### src/rtl/hazard_stall.sv
// Pipeline interlock: load-use and HI/LO busy stalls for the ID stage,
// plus sequencing of the multi-cycle mult/div busy window.
module hazard_stall #(
  parameter int MUL_LAT = 4,
  parameter int DIV_LAT = 32,
  parameter int CNT_W   = 16
) (
  input  logic             clk,
  input  logic             rst_n,
  input  logic             memread_IE,
  input  logic [4:0]       Rt_addr_IE,
  input  logic [4:0]       Rs_addr_ID,
  input  logic [4:0]       Rt_addr_ID,
  input  logic             uses_rt_ID,
  input  logic             md_start_ID,
  input  logic             md_is_div_ID,
  input  logic             md_read_ID,
  input  logic             flush_in,
  output logic             stall_PC,
  output logic             stall_IF_ID,
  output logic             bubble_ID_IE,
  output logic             md_busy,
  output logic             md_done,
  output logic [CNT_W-1:0] stall_cnt
);

  localparam int MAXL = (MUL_LAT > DIV_LAT) ? MUL_LAT : DIV_LAT;
  localparam int CW   = (MAXL > 1) ? $clog2(MAXL) : 1;

  typedef enum logic {IDLE, BUSY} state_t;

  state_t        state_q, state_d;
  logic [CW-1:0] cnt_q, cnt_d;
  logic [CW-1:0] lat_m1;
  logic          load_use;
  logic          md_hazard;
  logic          stall;
  logic          issue;

  assign load_use = memread_IE && (Rt_addr_IE != 5'd0) &&
                    ((Rt_addr_IE == Rs_addr_ID) ||
                     (uses_rt_ID && (Rt_addr_IE == Rt_addr_ID)));

  assign md_busy   = (state_q == BUSY);
  assign md_done   = md_busy && (cnt_q == '0);
  assign md_hazard = md_busy && !md_done &&
                     (md_start_ID || md_read_ID);

  assign stall        = !flush_in && (load_use || md_hazard);
  assign stall_PC     = stall;
  assign stall_IF_ID  = stall;
  assign bubble_ID_IE = stall;

  assign issue  = md_start_ID && !flush_in && !stall;
  assign lat_m1 = md_is_div_ID ? CW'(DIV_LAT - 1) : CW'(MUL_LAT - 1);

  always_comb begin
    state_d = state_q;
    cnt_d   = cnt_q;
    unique case (state_q)
      IDLE: begin
        if (issue) begin
          state_d = BUSY;
          cnt_d   = lat_m1;
        end
      end
      BUSY: begin
        if (cnt_q != '0) begin
          cnt_d = cnt_q - 1'b1;
        end else if (issue) begin
          cnt_d = lat_m1;
        end else begin
          state_d = IDLE;
        end
      end
      default: begin
        state_d = IDLE;
        cnt_d   = '0;
      end
    endcase
  end

  always_ff @(posedge clk or negedge rst_n) begin
    if (!rst_n) begin
      state_q <= IDLE;
      cnt_q   <= '0;
    end else begin
      state_q <= state_d;
      cnt_q   <= cnt_d;
    end
  end

  always_ff @(posedge clk or negedge rst_n) begin
    if (!rst_n) begin
      stall_cnt <= '0;
    end else if (stall && (stall_cnt != '1)) begin
      stall_cnt <= stall_cnt + 1'b1;
    end
  end

endmodule

### config.mk
export PLATFORM = sky130hd
export DESIGN_NAME = hazard_stall
export DESIGN_NICKNAME = d
export VERILOG_FILES = /design/src/rtl/hazard_stall.sv
export SDC_FILE = /design/constraint.sdc
export NUM_CORES = 1
export LEC_CHECK = 0
export BUFFER_PORTS_ARGS = -buffer_cell sky130_fd_sc_hd__buf_2
export CAP_MARGIN = 5
export CORE_ASPECT_RATIO = 0.8
export CORE_UTILIZATION = 25
export DETAILED_ROUTE_END_ITERATION = 16
export PLACE_DENSITY = 0.49
export REMOVE_ABC_BUFFERS = 1
export SLEW_MARGIN = 20
export SYNTH_ARGS = -nofsm -noshare
export SYNTH_HDL_FRONTEND = slang
export SYNTH_SLANG_ARGS = --single-unit
### constraint.sdc
create_clock -name clk -period 1.8 [get_ports clk]
set_input_delay 0.36 -clock clk [delete_from_list [all_inputs] [get_ports clk]]
set_output_delay 0.36 -clock clk [all_outputs]
set_load 0.02 [all_outputs]
======== After elaboration in Yosys (flattened, before gate mapping) ========
Index checks and enable logic that the tools add are counted.
operators by class
  add/subtract/negate cells ............... 2
  equality and inequality tests ........... 3
  mux-type cells .......................... 7
  bitwise logic cells ..................... 1
  reduce and logical (&&, ||, !) cells .... 19
operators by type and width
  operator                                                             count
  16-bit by 1-bit adder with 16-bit output (second input constant)     1
  16-bit != test (second input constant)                               1
  5-bit 2-to-1 mux                                                     3
  5-bit == test                                                        2
  1-bit logical AND                                                    10
  5-bit one-hot mux with 2 select lines                                1
  5-bit nonzero test                                                   2
  5-bit zero test                                                      1
  5-bit by 1-bit subtractor with 5-bit output (second input constant)  1
  1-bit zero test                                                      3
  1-bit logical OR                                                     3
  1-bit 2-to-1 mux                                                     2
  1-bit one-hot mux with 2 select lines                                1
  1-bit inverter                                                       1
word-level totals
  register bits ........................... 22
  bits of input ports ..................... 23
  output and inout bits ................... 21
  logic and storage cells ................. 35

======== Longest topological paths before layout ========
  word-level depth ........................ 12
  depth in mapped cells ................... 9
  mapped depth without buffers ............ 8

======== Least setup slack after synthesis ========
No wires, ideal clock.
  kind .................................... register to output
  from .................................... register cnt_q[0]
  to ...................................... output stall_IF_ID
  arrival ................................. 1,599 ps
  required time ........................... 1,440 ps
  path slack .............................. -159 ps
  cell stages (with the launch flop) ...... 8
  path buffers ............................ 1
  path through ............................ dfrtp_1 > inv_1 > ha_1 > nor4b_1 > nor2_1 > a21oi_1 > nor2_1 > buf_4
on the way
  cells in the longest elaborated chain, start to end .. 7
RTL lines
  item                             line  text
  from (decl)                      33    logic [CW-1:0] cnt_q, cnt_d;
  from (signal assigned)           89    cnt_q <= cnt_d;
  5-bit zero test                  45    assign md_done = md_busy && (cnt_q == '0);
  1-bit logical AND                45
  1-bit zero test                  46    assign md_hazard = md_busy && !md_done &&
  1-bit logical AND (2 in series)  46
  1-bit logical OR                 49    assign stall = !flush_in && (load_use || md_hazard);
  1-bit logical AND                49
  to (decl)                        20    output logic stall_IF_ID,
No other way between the ends.

======== Worst setup path after layout ========
  from .................................... register cnt_q[0]
  to ...................................... output bubble_ID_IE
on the way
  cells in the longest elaborated chain, start to end .. 7
RTL lines
  item                             line  text
  5-bit zero test                  45
  1-bit logical AND                45
  1-bit zero test                  46
  1-bit logical AND (2 in series)  46
  1-bit logical OR                 49
  1-bit logical AND                49
  to (decl)                        21    output logic bubble_ID_IE,
No other way between the ends.

==> flow_metrics.py <==
metrics = {
    "status": {
        "outcome": "complete, but fails checks",
        "violations": "setup timing",
    },
    "placement": {
        "place_area_um2": 1760,
        "hpwl_um": 2440,
        "pre_cts_ws_ns": -0.260,
        "port_buffers": 43,
        "post-place-cells": 251,
        "gp_congestion": 0.783,
    },
    "die": {
        "initial_core_util_pct": 27.0,
        "die_area_um2": 5400,
        "rows": 22,
        "coreArea_um2": 4730,
        "die_y_um": 65.9,
        "ios": 44,
        "die_width_um": 81.9,
    },
    "yosys": {
        "synthTopCellsByArea": "dfrtp_1 (43%), xnor2_1 (16%), nand3_2 (3.1%)",
        "ys_warn_count": 0,
        "synth_edf_count": 0,
        "synth_top_area_cell": "dfrtp_1",
        "synth_commonest_cells": "xnor2_1 (23), dfrtp_1 (22), nand2_1 (9)",
        "syn_inst": 122,
        "ys_seq_elements": 22,
        "yosysSeqAreaShare_pct": 43.1,
        "avgSynthCellArea_um2": 10.5,
        "synth_top_area_share_pct": 43.1,
        "async_flop_share_pct": 100,
        "syn-cell-area_um2": 1280,
        "synth_most_common_cell": "xnor2_1",
        "synth.distinct_cells": 32,
        "synth_flop_cell": "dfrtp_1",
    },
    "power_and_ir_drop": {
        "ir_worst_vdd_mv": 0.701,
        "cellLeakagePower_nw": 0.983,
        "power.total_mw": 2.38,
        "p_per_area_nw_per_um2": 1150,
    },
    "drt": {
        "drc_errors": 0,
        "detail-route-antenna-nets": 0,
        "drt_iter0_drc": 40,
        "vias": 1226,
        "drt_wl_total_um": 3440,
        "dr.pass1.iters": 4,
        "vias_per_cell": 4.61,
        "wire_per_inst_um": 12.9,
    },
    "setup_path": {
        "crit_cells": 8,
        "worst_ep_arrival_time_ns": 1.61,
        "r2r_end": "stall_cnt[1]$_DFFE_PN0P_",
        "reg2regPathDepth": 8,
        "crit_path_frequent_cell": "nor2_4",
        "worstSetupPathType": "reg -> out",
        "cp-end-kind": "primary output",
        "crit_path_start_kind": "flip-flop",
        "required_ns": 1.44,
        "slowest_stage": "dfrtp_1",
        "max_stage_delay_ns": 0.40,
        "cp_max_fo": 3,
        "worst-path-buf-inv": 3,
        "crit_family": "flip-flops",
        "path_cells": "inv_2 > ha_4 > nor4b_4 > buf_4 > nor2_4 > a21oi_4 > nor2_4 > buf_6",
        "r2r_start": "cnt_q[1]$_DFF_PN0_",
        "ff2ff_setup_slack_ns": -0.10,
    },
    "grt": {
        "track_usage_pct": 13.1,
        "grt_max_degree": 23,
        "grt_pass1_wl_um": 5370,
        "grt_pass1_vias": 1227,
        "antenna_found_initial": 0,
        "grt_overflow_total": 0,
    },
    "flow_run": {
        "cap_violations": 0,
    },
    "sta": {
        "worst_pin_slew_ns": 0.509,
        "skew_ns": 0.00209,
        "period_needed_ns": 1.97,
        "setup_slack_ns": -0.173,
        "finalSetupTns_ns": -1.18,
        "slew_violations": 0,
        "hold_ws_ns": 0.0555,
        "rsz0062_at_grt": "true",
        "max_freq_mhz": 507,
        "setup_violations": 20,
        "final_hold_viol_count": 0,
        "period_share_pct": 110,
        "relSlewSlack_pct": 66.1,
    },
    "cells_and_area": {
        "fin_nets": 233,
        "fin_area_um2": 2070,
        "drive_gt1_share_pct": 55.3,
        "final_cell_count_no_fill": 266,
        "antenna_cells": 0,
        "synthToLayoutAreaGrowth_pct": 62.0,
        "post-route-util_pct": 43.7,
    },
    "clock_tree": {
        "cts.sinks": 22,
        "clk_latency_ns": 0.26,
        "cts_buffers": 3,
        "htree_levels": 1,
        "cts_hold_buf": 0,
        "cts_tree": "done",
        "cts_max_path_buffers": 2,
        "clk_pin_slew_ns": 0.08,
        "clockRootBuffer": "clkbuf_8",
    },
    "worst_hold_path": {
        "min_path_type": "in -> async",
    },
}
## kinds of logic after synthesis
kind of cell | synth area share [%]
fa+ha+maj | 2.94
flops | 43.1
simple gates | 23.6
compound gates | 9.21
xor+xnor | 16.5
mux | 1.76
buf+inv | 2.94
## registers in the layout, indices dropped and copies added, names as in the netlist
signal     flops
cnt_q          5
stall_cnt     16
md_busy        1
## repair_timing
item | CTS | global route
setup endpoints to repair | 20 | 24
resized for setup | 25 | 13
pin swaps | 4 | 8
setup buffers | 9 | 3
gates cloned | 1 | 0
## worst max path at each step
| stage | to | startpoint | slack, ns |
|---|---|---|---|
| finish | bubble_ID_IE | cnt_q[0]$_DFF_PN0_ | -0.17 |
| global route | bubble_ID_IE | cnt_q[1]$_DFF_PN0_ | -0.26 |
| CTS | stall_PC | cnt_q[0]$_DFF_PN0_ | -0.16 |
| detailed placement | stall_cnt[1]$_DFFE_PN0P_ | Rt_addr_IE[1] | -0.26 |
| global placement | stall_cnt[1]$_DFFE_PN0P_ | Rt_addr_IE[1] | -0.25 |
| floorplan | bubble_ID_IE | cnt_q[0]$_DFF_PN0_ | -0.36 |
## metal layers
metal | track usage, % | wire, um | share of wire (%)
met1 | 17.9 | 1680 | 49
met2 | 21.6 | 1530 | 44
met3 | 2.21 | 218 | 6.3
met4 | 2.63 | 14 | 0.41
met5 | 0 | 0 | 0
## where the power goes
group / leakage, nW / total (mW) / internal, mW / switching [mW]
Clock: 0.0288 / 0.360 / 0.195 / 0.165
Sequential: 0.279 / 0.714 / 0.623 / 0.0908
Combinational: 0.676 / 1.30 / 0.703 / 0.602
Total: 0.983 / 2.38 / 1.52 / 0.858
## layout make-up
| class | count | area (um^2) |
|---|---|---|
| inverter | 3 | 11.3 |
| multi-input combinational | 95 | 841 |
| fill | 467 | 2670 |
| clock buffer | 4 | 55.1 |
| tap | 60 | 75.1 |
| sequential | 22 | 551 |
| timing repair buffer | 82 | 537 |
## cells in the final DEF, fill, tap and decap left out, types with 3 or more instances in the layout
master / instances
nand4_1: 6
clkbuf_8: 4
o311a_1: 3
and2_1: 5
xnor2_1: 23
o21ai_0: 3
buf_2: 39
nand3_2: 4
nor3_1: 3
a31oi_1: 3
dfrtp_1: 22
and3_1: 5
buf_4: 38
buf_6: 5
nand2_1: 8
Note: power is estimated with default switching activity, not from simulation.
